$ cat config.mk
export PLATFORM = sky130hd
export DESIGN_NAME = mpc_pipelined_addsub
export DESIGN_NICKNAME = d
export VERILOG_FILES = /design/src/rtl/mpc_pipelined_addsub.sv
export SDC_FILE = /design/constraint.sdc
export NUM_CORES = 1
export LEC_CHECK = 0
export ABC_AREA = 1
export BUFFER_PORTS_ARGS = -buffer_cell sky130_fd_sc_hd__buf_4
export CAP_MARGIN = 20
export CORE_MARGIN = 2
export CORE_UTILIZATION = 40
export CTS_BUF_LIST = sky130_fd_sc_hd__clkbuf_16
export DETAILED_ROUTE_END_ITERATION = 16
export PLACE_DENSITY = 0.7
export SLEW_MARGIN = 20
export SYNTH_ARGS = -nofsm -noshare
export SYNTH_HDL_FRONTEND = slang
export SYNTH_SLANG_ARGS = --single-unit
$ cat constraint.sdc
create_clock -name clk -period 3.2 [get_ports clk]
set_input_delay 0.16 -clock clk [delete_from_list [all_inputs] [get_ports clk]]
set_output_delay 0.16 -clock clk [all_outputs]
set_load 0.01 [all_outputs]
$ cat src/rtl/mpc_pipelined_addsub.sv
// Segmented-carry pipelined adder/subtractor with valid/ready handshake.
// Each stage adds one SEG-bit segment. Operand registers shift right by SEG
// every stage, and each sum segment enters at the top, so after NS stages the
// A register holds the complete result.
module mpc_pipelined_addsub #(
    parameter int unsigned WIDTH = 32,
    parameter int unsigned SEG   = 16,
    parameter int unsigned TAG_W = 4
) (
    input  logic             clk,
    input  logic             resetn,
    input  logic             i_valid,
    output logic             o_in_ready,
    input  logic [WIDTH-1:0] i_a,
    input  logic [WIDTH-1:0] i_b,
    input  logic             i_sub,
    input  logic             i_signed,
    input  logic [TAG_W-1:0] i_tag,
    output logic             o_valid,
    input  logic             i_out_ready,
    output logic [WIDTH-1:0] o_result,
    output logic             o_carry,
    output logic             o_overflow,
    output logic             o_zero,
    output logic [TAG_W-1:0] o_tag
);

    localparam int unsigned NS = WIDTH / SEG;

    // Stage k registers: state of the operation after segment k is added
    logic             vldR  [NS];
    logic [WIDTH-1:0] aR    [NS];
    logic [WIDTH-1:0] bR    [NS];
    logic             cR    [NS];
    logic             aMsbR [NS];
    logic             bMsbR [NS];
    logic             subR  [NS];
    logic             sgnR  [NS];
    logic [TAG_W-1:0] tagR  [NS];
    logic             ovR;
    logic             zeroR;

    // Next-state values per stage
    logic             nV    [NS];
    logic [WIDTH-1:0] nA    [NS];
    logic [WIDTH-1:0] nB    [NS];
    logic             nC    [NS];
    logic             nAMsb [NS];
    logic             nBMsb [NS];
    logic             nSub  [NS];
    logic             nSgn  [NS];
    logic [TAG_W-1:0] nTag  [NS];
    logic             ovNext;
    logic             zeroNext;

    // Per-stage working values
    logic [WIDTH-1:0] bCond;
    logic [WIDTH-1:0] inA;
    logic [WIDTH-1:0] inB;
    logic             inC;
    logic             inV;
    logic             inAMsb;
    logic             inBMsb;
    logic             inSub;
    logic             inSgn;
    logic [TAG_W-1:0] inTag;
    logic [SEG:0]     segSum;
    logic             adv;

    assign adv        = ~vldR[NS-1] | i_out_ready;
    assign o_in_ready = adv;
    assign bCond      = i_sub ? ~i_b : i_b;

    // Segment adders: stage 0 takes conditioned inputs, later stages the previous registers
    always_comb begin
        inA      = '0;
        inB      = '0;
        inC      = 1'b0;
        inV      = 1'b0;
        inAMsb   = 1'b0;
        inBMsb   = 1'b0;
        inSub    = 1'b0;
        inSgn    = 1'b0;
        inTag    = '0;
        segSum   = '0;
        ovNext   = 1'b0;
        zeroNext = 1'b0;
        for (int k = 0; k < int'(NS); k++) begin
            if (k == 0) begin
                inA    = i_a;
                inB    = bCond;
                inC    = i_sub;
                inV    = i_valid;
                inAMsb = i_a[WIDTH-1];
                inBMsb = bCond[WIDTH-1];
                inSub  = i_sub;
                inSgn  = i_signed;
                inTag  = i_tag;
            end else begin
                inA    = aR[k-1];
                inB    = bR[k-1];
                inC    = cR[k-1];
                inV    = vldR[k-1];
                inAMsb = aMsbR[k-1];
                inBMsb = bMsbR[k-1];
                inSub  = subR[k-1];
                inSgn  = sgnR[k-1];
                inTag  = tagR[k-1];
            end
            segSum   = {1'b0, inA[SEG-1:0]} + {1'b0, inB[SEG-1:0]} + {{SEG{1'b0}}, inC};
            nA[k]    = (inA >> SEG) | (WIDTH'(segSum[SEG-1:0]) << (WIDTH - SEG));
            nB[k]    = inB >> SEG;
            nC[k]    = segSum[SEG];
            nV[k]    = inV;
            nAMsb[k] = inAMsb;
            nBMsb[k] = inBMsb;
            nSub[k]  = inSub;
            nSgn[k]  = inSgn;
            nTag[k]  = inTag;
            if (k == int'(NS) - 1) begin
                // Signed rule: like-signed operands yielding a different sign; unsigned: carry/borrow
                ovNext   = inSgn ? ((inAMsb == inBMsb) && (nA[k][WIDTH-1] != inAMsb))
                                 : (inSub ? ~segSum[SEG] : segSum[SEG]);
                zeroNext = (nA[k] == '0);
            end
        end
    end

    // Pipeline registers, all advancing together whenever the output is free
    always_ff @(posedge clk or negedge resetn) begin
        if (!resetn) begin
            for (int k = 0; k < int'(NS); k++) begin
                vldR[k]  <= 1'b0;
                aR[k]    <= '0;
                bR[k]    <= '0;
                cR[k]    <= 1'b0;
                aMsbR[k] <= 1'b0;
                bMsbR[k] <= 1'b0;
                subR[k]  <= 1'b0;
                sgnR[k]  <= 1'b0;
                tagR[k]  <= '0;
            end
            ovR   <= 1'b0;
            zeroR <= 1'b0;
        end else if (adv) begin
            for (int k = 0; k < int'(NS); k++) begin
                vldR[k]  <= nV[k];
                aR[k]    <= nA[k];
                bR[k]    <= nB[k];
                cR[k]    <= nC[k];
                aMsbR[k] <= nAMsb[k];
                bMsbR[k] <= nBMsb[k];
                subR[k]  <= nSub[k];
                sgnR[k]  <= nSgn[k];
                tagR[k]  <= nTag[k];
            end
            ovR   <= ovNext;
            zeroR <= zeroNext;
        end
    end

    assign o_valid    = vldR[NS-1];
    assign o_result   = aR[NS-1];
    assign o_carry    = cR[NS-1];
    assign o_overflow = ovR;
    assign o_zero     = zeroR;
    assign o_tag      = tagR[NS-1];

endmodule

After elaboration in Yosys (flattened, before gate mapping)
Index checks and enable logic that the tools add are counted.
{ "op_classes": {"add_sub_neg": 4, "eq_ne": 2, "muxes": 3, "n_bitwise": 6, "reduce_logical": 2} }
{ "op_table": {"columns": ["operator", "n"], "rows": [
  ["$or 16x32->32", 2],
  ["$add 16x16->17", 2],
  ["$add 17x1->17", 2],
  ["$logic_not 32->1", 1],
  ["$mux 32", 1],
  ["$not 32->32", 1],
  ["$mux 1", 2],
  ["$not 1->1", 2],
  ["$eq 1x1->1", 1],
  ["$logic_and 1x1->1", 1],
  ["$ne 1x1->1", 1],
  ["$or 1x1->1", 1]
]} }
{ "word_totals": {"register_bits": 98, "inputBits": 74, "word_cells": 32} }

Longest topological paths before layout
{ "logic_depth": {"ltp_word": 6, "ltp_mapped": 15} }

Worst setup path before layout
No wires, ideal clock.
{ "synth_path": {"kind": "register to register", "startpoint": "register bR (netlist bit inB[0])", "endpoint": "register ovR, in the netlist o_overflow", "setup_ns": 0.117, "arrival_ns": 1.995, "required_ns": 3.083, "slack_ns": 1.089, "path_stages_with_launch": 13, "n_path_buf": 0, "period_less_slack_ns": 2.111, "path_cell_list": "dfrtp_1 > fa_1 > fa_1 > nand3_1 > nand2_2 > nand3_1 > nand3_1 > nand2_1 > nand3_1 > nand3_1 > nand2_1 > nand2_1 > nand2_1"} }
{ "synth_via": {"elab_chain_cells": 6} }
{ "synth_rtl": {"columns": ["item", "line_no", "source"], "rows": [
  ["start: declaration", "33", "logic [WIDTH-1:0] bR [NS];"],
  ["start signal: indexed assignment", "149", "bR[k] <= nB[k];"],
  ["$add 16x16->17 *", "110", "segSum = {1'b0, inA[SEG-1:0]} + {1'b0, inB[SEG-1:0]} + {{SEG{1'b0}}, inC};"],
  ["$add 17x1->17 *", "110", null],
  ["$or 16x32->32", "111", "nA[k] = (inA >> SEG) | (WIDTH'(segSum[SEG-1:0]) << (WIDTH - SEG));"],
  ["$ne 1x1->1", "122", "ovNext = inSgn ? ((inAMsb == inBMsb) && (nA[k][WIDTH-1] != inAMsb))"],
  ["$logic_and 1x1->1", "122", null],
  ["$mux 1 *", "122", null],
  ["end signal: assignment", "157", "ovR <= ovNext;"],
  ["end: declaration", "40", "logic ovR;"]
]} }
Mark *: on every way between the ends. The rest lies on a longest branch, timed or not.
A chain may end at the register's enable or synchronous reset.

Final worst setup path
Same ends and word-level chain as after synthesis.

==> out/metrics.cfg <==
[status]
status=finished, final reports clean

[synth]
synth_top_area_share_pct=41.9
synth-compound-area-share_pct=9.06
async_flop_share_pct=100
syn-cell-area_sq_mm=0.00573
synth_edf_count=0
synth_area_leaders=dfrtp_1 (42%), nand2_1 (19%), ha_1 (6.6%), o21ai_0 (4.8%), inv_1 (4.5%)
synth_xor_area_share_pct=6.27
synthesis.nets=862
synth_largest_area_cell=dfrtp_1
ys_ff_latch=96
synthCells=755
synthMuxAreaShare_pct=0
synth_area_per_cell_sq_um=7.59
synth_top_family_by_area=simple AND/OR/NAND/NOR gates
synth_flop_cell=dfrtp_1
yosysWarnings=0
ys_seq_area_share_pct=41.9
synth_adder_area_share_pct=7.60
synth_cell_type_count=30
synth-simple-area-share_pct=28.2

[sta]
period_needed_ns=2.38
setup_tns_ns=0
whs_ns=0.00894
setup_violations=0
fin_worst_skew_ns=0.00559
tightest_slew_ns=0.920
hold_viol=0
max_slew_margin_pct=38.6
slew_viol_final=0
grt_setup_unrepaired=no
fin_crit_sh_pct=74.5
fmax_mhz=419

[setup_path]
timing.critical_path.mode_cell=nand3_1
cp-end-kind=flip-flop
slowest_stage=fa_1
crit_type=reg -> reg
worstPathMaxFanout=4
worstSetupStartpointType=flip-flop
path_cells=fa_1, fa_1, nand3_1, nand2_2, nand3_1, nand3_1, nand2_1, nand3_1, nand3_1, nand2_1, nand2_1, nand2_1
r2r_setup_slack_ns=0.82
worstPathRequired_ns=3.42
r2r-start=inB[0]$_DFFE_PN0P_
critPathArrivalTime_ns=2.61
cp-startpoint=inB[0]$_DFFE_PN0P_
cp_slowest_stage_delay_ns=0.51

[layout]
instances_no_fill=1046
fin_nets=968
final_common_cell=nand2_1
drive_gt1_share_pct=18.4
final_cell_mix=nand2_1 (285), buf_4 (118), dfrtp_1 (96)
area_growth_pct=22.5
fin_area_sq_mm=0.00702
diodes=0

[clock_tree]
clk_pin_slew_ns=0.07
cts-root-buf=clkbuf_16
clock_path_buffers=2
htreeDepth=3
cts_tree=yes
cts.sink_count=96
insertion_delay_ns=0.34
post_cts_resized=0
cts_setup_buffers=0
cts_buffers=9

[routing]
viasPerCell=4.73
vias=4946
routed_wl_um=13400
post_drt_wl_per_cell_um=12.8
firstDrtPassIters=5
drtAntennaViolNets=0
drc=0
drtIter0Drc=274

[global_routing]
first_global_vias=4708
grt_pass1_wl_um=22400
grt_max_degree=87
gr-total-overflow=0
antenna_found_initial=0
gr-usage-all-layers_pct=18.5

[die]
ios=115
core_sq_mm=0.0139
die-width_um=124
initial_utilization_pct=41.1
die_area_sq_mm=0.0153
die_h_um=124
num_rows=43

[power_and_ir_drop]
power.leakage_nw=3.68
p_total_mw=4.47
vdd_drop_max_v=0.000239
power.density_mw_per_mm2=636

[run]
maxCapViolCount=0

[placement]
placed_area_sq_mm=0.00672
io_buffers=114
post-dp-hpwl_um=10000
placed_cells=1028
gp_congestion=0.915

[min_path]
hp-start=i_tag[2]
hold_class=in -> reg

-- area by class of cell --
| type | instances | area (sq um) |
|---|---|---|
| timing repair buffer | 120 | 906 |
| multi-input combinational | 563 | 2940 |
| fill | 1412 | 6910 |
| tap | 180 | 225 |
| sequential | 96 | 2400 |
| inverter | 71 | 268 |
| clock inverter | 7 | 55.1 |
| clock buffer | 9 | 225 |
-- worst paths after layout --
check | to | cells past startpoint
min in group asynchronous | o_result[22]$_DFFE_PN0P_ | 2
hold / removal | inTag[2]$_DFFE_PN0P_ | 3
hold reg to reg | o_valid$_DFFE_PN0P_ | 2
setup reg to reg | o_overflow$_DFFE_PN0P_ | 12
setup / recovery | o_overflow$_DFFE_PN0P_ | 12
max in group asynchronous | inA[6]$_DFFE_PN0P_ | 3
-- critical path: cells and delay by family, from the launching register on --
kind / cells / cell delay (ns)
DFF: 1 / 0.40
adders and majority gates: 2 / 0.96
and+or+nand+nor: 10 / 0.91
-- kinds of logic after synthesis --
kind of cell,Yosys count
AOI/OAI and AO/OA,97
xor gates and xnor gates,41
adders and majority gates,33
buffers and inverters,96
DFF,96
and+or+nand+nor,392
-- metrics by stage --
| step | setup slack, ns | util [%] |
|---|---|---|
| 6_report | 0.816 | 50.4 |
| 5_1_grt | 0.579 | 50.4 |
| 4_1_cts | 0.809 | 50.4 |
| 3_5_place_dp | 0.848 | 48.2 |
| 3_3_place_gp | 0.929 | 48.2 |
| 2_1_floorplan | 1.09 | - |
-- flip-flops by register name, indices dropped and copies added, names as in the netlist --
register	count
inSgn	1
o_zero	1
o_overflow	1
inC	1
o_result	32
o_tag	4
inTag	4
inBMsb	1
inB	15
inA	32
inV	1
o_valid	1
o_carry	1
inSub	1
-- cells in the mapped netlist, types with 3 or more instances --
cell and number:
o21bai_1 4, nand3_1 35, a21oi_1 21, a21oi_2 4, nand2_2 10, nor2_1 35
nand3_2 3, nand4_1 5, inv_1 69, o21ai_0 55, nand2_1 285, buf_2 12
a31oi_1 4, nor2_2 6, dfrtp_1 96, o21ai_1 7, fa_1 3, and2_1 3
nor3_1 5, ha_1 30, clkbuf_1 9, buf_4 3, nand3b_1 4, xnor2_1 22
xor2_1 19
-- timing repair --
action / CTS / global route
endpoints found under the hold margin: 53 / 0
setup endpoints to repair: 0 / 0
hold buffers: 2 / 0
-- routing by layer --
metal,vias up,part of all wire (%),global-route usage [%]
li1,2592,-,-
met1,2231,46,24.5
met2,105,47,31.3
met3,18,4.8,2.29
met4,0,1.5,6.18
met5,-,0,0
-- power breakdown --
group	total, mW	switching (mW)	leakage (nW)	internal, mW
sequential	1.73	0.206	1.15	1.53
combinational	1.72	0.993	2.39	0.725
clock	1.02	0.479	0.138	0.537
total	4.47	1.68	3.68	2.79
No activity file was read; power rests on OpenSTA's default activity.
